===== config.mk =====
export PLATFORM = sky130hd
export DESIGN_NAME = ifir_2nd_rate_ctrl
export DESIGN_NICKNAME = d
export VERILOG_FILES = /design/src/rtl/ifir_pkg.sv /design/src/rtl/ifir_strobe_div.sv /design/src/rtl/ifir_2nd_rate_ctrl.sv
export SDC_FILE = /design/constraint.sdc
export NUM_CORES = 1
export LEC_CHECK = 0
export ABC_AREA = 1
export ABC_CLOCK_PERIOD_IN_PS = 4300
export CORE_MARGIN = 1
export CORE_UTILIZATION = 40
export DETAILED_ROUTE_END_ITERATION = 7
export PLACE_DENSITY = 0.66
export RECOVER_POWER = 100
export SYNTH_ARGS = -nofsm -noshare
export SYNTH_HDL_FRONTEND = slang
export SYNTH_SLANG_ARGS = --single-unit

===== constraint.sdc =====
create_clock -name clock -period 4.3 [get_ports clock]
set_input_delay 0.86 -clock clock [delete_from_list [all_inputs] [get_ports clock]]
set_output_delay 0.86 -clock clock [all_outputs]
set_load 0.01 [all_outputs]

===== src/rtl/ifir_pkg.sv =====
// Shared definitions for the IFIR interpolator controllers: FSM state
// encoding and default rate/depth constants.
package ifir_pkg;

    typedef logic [1:0] state_t;

    localparam state_t ST_IDLE  = 2'd0;
    localparam state_t ST_PRIME = 2'd1;
    localparam state_t ST_RUN   = 2'd2;
    localparam state_t ST_STOP  = 2'd3;

    localparam int DIV_OUT_DEF = 4;
    localparam int TAPS_DEF    = 8;

endpackage


===== src/rtl/ifir_strobe_div.sv =====
// Output-rate divider: free-running count of DIV_OUT master cycles producing a
// tick strobe and an alternating polyphase select (starts on a0 after clear).
module ifir_strobe_div #(
    parameter int DIV_OUT = 4,
    parameter int CNT_W   = 8
) (
    input  logic clock,
    input  logic rstn,
    input  logic run,
    input  logic clr,
    output logic tick,
    output logic ph
);

    logic [CNT_W-1:0] cnt;

    assign tick = (cnt == CNT_W'(DIV_OUT - 1));

    // clr takes effect on the same edge the controller falls back to IDLE, so
    // the counter is already at 0 with ph=a0 for the first cycle of IDLE.
    always_ff @(posedge clock or negedge rstn) begin
        if (!rstn) begin
            cnt <= '0;
            ph  <= 1'b1;
        end else if (clr) begin
            cnt <= '0;
            ph  <= 1'b1;
        end else if (run) begin
            if (tick) begin
                cnt <= '0;
                ph  <= ~ph;
            end else begin
                cnt <= cnt + CNT_W'(1);
            end
        end
    end

endmodule


===== src/rtl/ifir_2nd_rate_ctrl.sv =====
// Sequencing controller for the IFIR 2nd-stage x2 polyphase interpolator:
// strobe generation, upstream handshake, priming FSM and underflow status.
module ifir_2nd_rate_ctrl
    import ifir_pkg::*;
#(
    parameter int DIV_OUT = DIV_OUT_DEF,
    parameter int TAPS    = TAPS_DEF,
    parameter int CNT_W   = 8
) (
    input  logic             clock,
    input  logic             rstn,
    input  logic             enable,
    input  logic             in_valid,
    output logic             in_ready,
    output logic             clock_in,
    output logic             clock_div2,
    output logic             clock_up,
    output logic             out_valid,
    output logic             underflow,
    output logic [CNT_W-1:0] unf_cnt,
    output logic             busy
);

    state_t     state;
    state_t     state_nxt;
    logic [7:0] fill;
    logic       enable_q;
    logic       en_rise;
    logic       tick;
    logic       ph;
    logic       in_strobe;
    logic       consume;
    logic       run;
    logic       clr;

    assign run = (state != ST_IDLE);
    assign clr = (state_nxt == ST_IDLE);

    ifir_strobe_div #(
        .DIV_OUT (DIV_OUT),
        .CNT_W   (CNT_W)
    ) u_div (
        .clock (clock),
        .rstn  (rstn),
        .run   (run),
        .clr   (clr),
        .tick  (tick),
        .ph    (ph)
    );

    // The a1 tick is the load slot; during STOP it only closes the output
    // pair and must not pull a sample from upstream.
    assign in_strobe = tick & ~ph;
    assign consume   = in_strobe & ((state == ST_PRIME) || (state == ST_RUN));
    assign en_rise   = enable & ~enable_q;

    always_comb begin
        state_nxt = state;
        case (state)
            ST_IDLE:  if (enable) state_nxt = ST_PRIME;
            ST_PRIME: begin
                if (!enable)
                    state_nxt = ST_IDLE;
                else if (consume && (fill == 8'(TAPS - 1)))
                    state_nxt = ST_RUN;
            end
            ST_RUN:   if (!enable) state_nxt = ST_STOP;
            ST_STOP: begin
                if (enable)
                    state_nxt = ST_RUN;
                else if (in_strobe)
                    state_nxt = ST_IDLE;
            end
            default:  state_nxt = ST_IDLE;
        endcase
    end

    always_ff @(posedge clock or negedge rstn) begin
        if (!rstn) begin
            state    <= ST_IDLE;
            enable_q <= 1'b0;
            fill     <= '0;
        end else begin
            state    <= state_nxt;
            enable_q <= enable;
            if (state == ST_IDLE)
                fill <= '0;
            else if ((state == ST_PRIME) && consume)
                fill <= fill + 8'd1;
        end
    end

    // A fresh enable clears the status even if a starved load lands on the same edge.
    always_ff @(posedge clock or negedge rstn) begin
        if (!rstn) begin
            underflow <= 1'b0;
            unf_cnt   <= '0;
        end else if (en_rise) begin
            underflow <= 1'b0;
            unf_cnt   <= '0;
        end else if (consume && !in_valid) begin
            underflow <= 1'b1;
            if (!(&unf_cnt))
                unf_cnt <= unf_cnt + CNT_W'(1);
        end
    end

    assign in_ready   = consume;
    assign clock_in   = consume;
    assign clock_div2 = ph;
    assign clock_up   = tick;
    assign out_valid  = tick & ((state == ST_RUN) || (state == ST_STOP));
    assign busy       = run;

endmodule


Word level (Yosys, flattened, before mapping)
Cells that the tools add are included.
Cells by class
  $add $sub $neg: 3
  equal/unequal tests: 6
  multiplexer cells: 20
  bitwise gates (word level): 6
  reductions and logical operators: 16
Operators with widths (number)
  $mux 8: 8
  $add 8x1->8 const B: 3
  $mux 2: 6
  $reduce_bool 2->1: 5
  $eq 8x2->1 const B: 1
  $eq 8x3->1 const B: 1
  $pmux 2 s4: 1
  $reduce_and 8->1: 1
  $mux 1: 5
  $and 1x1->1: 4
  $eq 2x2->1 const B: 2
  $logic_not 2->1: 2
  $reduce_and 2->1: 2
  $logic_and 1x1->1: 3
  $eq 2x1->1 const B: 1
  $logic_or 1x1->1: 2
  $ne 2x2->1 const B: 1
  $not 1->1: 2
  $logic_not 1->1: 1
Storage, ports and cells
  register bits after elaboration: 29
  input bits: 4
  output and inout bits: 15
  word-level logic and storage cells: 58

Logic depth before layout (Yosys ltp)
  depth after elaboration: 10
  mapped depth: 13
  mapped depth without buffers: 12

Hierarchy
A second synthesis with hierarchy kept.
Second synthesis, totals
  cell total of the unflattened synthesis: 238
  area, all modules: 1818.0 um2
By module, submodules not included
  ifir_2nd_rate_ctrl: times used 1, cells an instance 160, area each 1265.0 um2, sequential area each 500.5 um2
  ifir_strobe_div: times used 1, cells an instance 78, area each 553.0 um2, sequential area each 226.5 um2

Least setup slack after synthesis
No wires, ideal clock.
  kind: reg-to-output
  start: register u_div.cnt[0]
  end: output in_ready
  data arrival time: 1232 ps
  data required time: 3440 ps
  setup slack: 2208 ps
  stages on the path, launching flop included: 7
  buffers on the path: 1
  cells stage by stage: dfrtp_1 -> ha_1 -> nand2_1 -> nor2_4 -> nand2_4 -> nor2_8 -> buf_4
On the way
  cells in the longest elaborated chain, start to end: 3
Ends and longest elaborated chain
  start, declared: line ifir_strobe_div.sv:15  | logic [CNT_W-1:0] cnt;
  start signal, assigned: line ifir_strobe_div.sv:33  | cnt <= cnt + CNT_W'(1);
  $eq 8x2->1: line ifir_strobe_div.sv:17  | assign tick = (cnt == CNT_W'(DIV_OUT - 1));
  net clock_up: line ifir_2nd_rate_ctrl.sv:17  | output logic clock_up,
  $and 1x1->1: line ifir_2nd_rate_ctrl.sv:53  | assign in_strobe = tick & ~ph;
  $and 1x1->1: line ifir_2nd_rate_ctrl.sv:54  | assign consume = in_strobe & ((state == ST_PRIME) || (state == ST_RUN));
  end, declared: line ifir_2nd_rate_ctrl.sv:14  | output logic in_ready,
The timed path passes the listed nets, and every way through them passes these cells.

Final worst setup path
  start: register u_div.cnt[0]
  end: output in_ready
On the way
  cells in the longest elaborated chain, start to end: 3
Ends and longest elaborated chain (line)
  $eq 8x2->1: ifir_strobe_div.sv:17
  $and 1x1->1: ifir_2nd_rate_ctrl.sv:53
  $and 1x1->1: ifir_2nd_rate_ctrl.sv:54
No other way between the ends.

==> flow_metrics.py <==
metrics = {
    "finish": {
        "fin_cells": 281,
        "fin_util": 0.481,
        "area_delta_synth_final_pct": 12.7,
        "stdcell_area_sq_um": 1980,
        "layout-drive-gt1-share": 0.0606,
        "n_fill_cell": 421,
        "nNetsFinal": 242,
        "antenna_cells": 0,
    },
    "synthesis": {
        "seq_area_frac_synth": 0.414,
        "ys_seq_elements": 29,
        "postSynthAreaPerCell_sq_um": 8.33,
        "synth_fp_nets": 222,
        "yosys_warnings": 0,
        "yosysUniqueCellTypes": 33,
        "synth_area_sq_um": 1760,
        "syn_inst": 211,
    },
    "clocking": {
        "cts_tree": "yes",
        "ctsResizeCount": 0,
        "clk_pin_slew_ps": 60,
        "clk_latency_ps": 280,
        "root_buffer": "clkbuf_8",
        "clock_sinks": 29,
        "post_cts_buffers": 0,
        "postCtsHoldBufs": 0,
        "clock_path_buffers": 2,
        "cts.htree.levels": 2,
        "cts_buffers": 5,
    },
    "hold_path": {
        "hold_class": "reg2reg",
    },
    "routing": {
        "wire_per_inst_um": 11.9,
        "wirelength_um": 3330,
        "post-route-drc-count": 0,
        "vias": 1406,
        "drt-initial-drc-count": 93,
        "ant_nets": 0,
        "first_pass_iters": 4,
        "viasPerCell": 5.00,
    },
    "floorplan": {
        "initial_core_util": 0.427,
        "placementRows": 23,
        "coreArea_sq_um": 4120,
        "die-area_sq_um": 4660,
        "die_h_um": 68.3,
        "die_width_um": 68.3,
        "ios": 19,
    },
    "outcome": {
        "violations": "max-capacitance violations, max-slew violations",
        "outcome": "finished with violations",
    },
    "setup_path": {
        "cpMaxStageDelayCell": "dlygate4sd3_1",
        "path_class": "reg2out",
        "cp_top_family": "simple AND/OR/NAND/NOR gates",
        "arrival_ps": 2500,
        "start_kind": "flip-flop",
        "crit_buf_inv": 1,
        "cp_cell_sequence": "ha_1 > nand2_1 > nor2_1 > nand2_1 > nor2_1 > dlygate4sd3_1",
        "slowest_delay_ps": 660,
        "crit_required_ps": 3440,
        "end_kind": "primary output",
        "cp_max_fo": 7,
    },
    "placement": {
        "portBuffers": 18,
        "placed_area_sq_um": 1970,
        "dp_hpwl_um": 2350,
        "dpl.cell_count": 274,
        "globalplace.congestion": 0.892,
    },
    "pwr": {
        "leakage_uw": 0.000991,
        "p_sw_frac": 0.350,
        "clkPwrFrac": 0.317,
        "power.share.sequential": 0.418,
        "p_int_uw": 473,
        "power_density_nw_per_um2": 367,
        "switching_power_uw": 255,
        "vdd_ir_drop_max_v": 0.000266,
        "comb_power_share": 0.265,
    },
    "sta": {
        "slew_viol_final": 30,
        "setup_viol": 0,
        "worst_pin_slew_ps": 1560,
        "rsz0062_at_grt": "false",
        "fin_tns_setup_ps": 0,
        "finalHoldViolations": 0,
        "fin_crit_sh": 0.782,
        "clock_skew_ps": 3.56,
        "relSlewSlack": -0.0414,
        "fin_crit_ps": 3360,
        "fmax_ghz": 0.297,
    },
    "global_routing": {
        "antenna_found_initial": 0,
        "grt_pass1_vias": 1371,
        "grt_max_degree": 30,
        "grt_first_pass_wirelength_um": 6020,
        "track_usage": 0.180,
        "grt-ovfl-total": 0,
    },
    "run": {
        "maxCapViolations": 1,
    },
}
## power groups by stage
stage / clock, uW / combinational (uW) / sequential [uW]
6_report: 230 / 193 / 304
5_1_grt: 249 / 221 / 307
4_1_cts: 239 / 221 / 304
3_5_place_dp: 0 / 220 / 309
3_3_place_gp: 0 / 218 / 309
2_1_floorplan: 0 / 167 / 309
## through the flow
stage                     power, uW  hold slack, ps  worst slack [ps]
after floorplan                 476             477              2210
after detailed placement        529             526              1500
final                           728             526               938
after CTS                       763             537              1190
after global placement          526             513              1540
after global routing            776             555               722
## final timing paths
check	startpoint	endpoint	slack, ps	cells after the start
worst min register to register	underflow	underflow	530	2
max in group asynchronous	rstn	state[1]	1900	2
worst max-delay path	u_div.cnt[0]	in_ready	940	6
worst min-delay path	underflow	underflow	530	2
min in group asynchronous	rstn	unf_cnt[2]	1490	2
worst max register to register	state[1]	u_div.cnt[2]	1630	10
## cell type report
type / instances / area, sq um / share of cell area
clock buffers: 7 / 86.3 / 0.0436
inverters: 26 / 97.6 / 0.0493
multi-input cells: 150 / 823 / 0.416
flip-flops and latches: 29 / 727 / 0.367
well taps: 50 / 62.6 / 0.0316
repair buffers: 19 / 184 / 0.0929
## flip-flops by register name (all words and copies together), names as in the netlist
signal and cells:
underflow 1, enable_q 1, u_div.cnt 8, unf_cnt 8, u_div.ph 1, state 2, fill 8
## layout by cell type, fill, tap and decap left out, types with 3 or more instances in the layout
cell type	instances
nor3_1	3
o31ai_1	4
nor2_1	24
dlygate4sd3_1	17
xnor2_1	7
inv_1	25
xor2_1	7
dfrtp_1	28
a21oi_1	7
nand2_1	44
ha_1	7
clkbuf_8	6
nand3_1	27
nand4_1	4
## logic make-up after synthesis
kind of cell / synth area share
buffers and inverters: 0.0769
AOI/OAI and AO/OA: 0.0805
and+or+nand+nor: 0.309
adders and majority gates: 0.0499
DFF: 0.414
xor gates and xnor gates: 0.0698
## cells in the mapped netlist
| master | instances | share of area |
|---|---|---|
| nor3b_2 | 2 | 0.014 |
| dfrtp_1 | 28 | 0.40 |
| xor2_1 | 7 | 0.035 |
| nand2_1 | 41 | 0.088 |
| nor4_1 | 1 | 0.0036 |
| clkbuf_1 | 2 | 0.0043 |
| buf_1 | 1 | 0.0021 |
| nand3_4 | 1 | 0.010 |
| nor2_4 | 2 | 0.013 |
| nor3_1 | 3 | 0.0085 |
| xnor2_1 | 7 | 0.035 |
| inv_2 | 2 | 0.0043 |
| a211oi_1 | 2 | 0.0085 |
| nand3_1 | 26 | 0.074 |
| buf_4 | 2 | 0.0085 |
| nor2_2 | 2 | 0.0071 |
| o21ai_0 | 2 | 0.0057 |
| a21oi_1 | 7 | 0.020 |
| nand2_2 | 3 | 0.011 |
| nor2_8 | 1 | 0.011 |
| ha_1 | 7 | 0.050 |
| o31ai_1 | 1 | 0.0043 |
| o21ai_1 | 2 | 0.0057 |
| a31oi_1 | 1 | 0.0036 |
| nand2_4 | 1 | 0.0064 |
| dfstp_2 | 1 | 0.015 |
| o21a_1 | 1 | 0.0043 |
| buf_6 | 1 | 0.0064 |
| and3_1 | 1 | 0.0036 |
| inv_1 | 24 | 0.051 |
| o31ai_2 | 4 | 0.028 |
| nand4_1 | 4 | 0.014 |
| nor2_1 | 21 | 0.045 |
## worst reg2reg max path: cells and delay by family (launching register included)
kind	cells	cell delay, ps
DFF	1	430
and+or+nand+nor	7	1110
buffers and inverters	2	510
adders and majority gates	1	570
## routing by layer
| layer | track usage | part of all wire |
|---|---|---|
| met2 | 0.299 | 0.47 |
| met1 | 0.216 | 0.47 |
| met3 | 0.0550 | 0.039 |
| met5 | 0 | 0 |
| met4 | 0.0729 | 0.023 |
No activity file was read; power rests on OpenSTA's default activity.
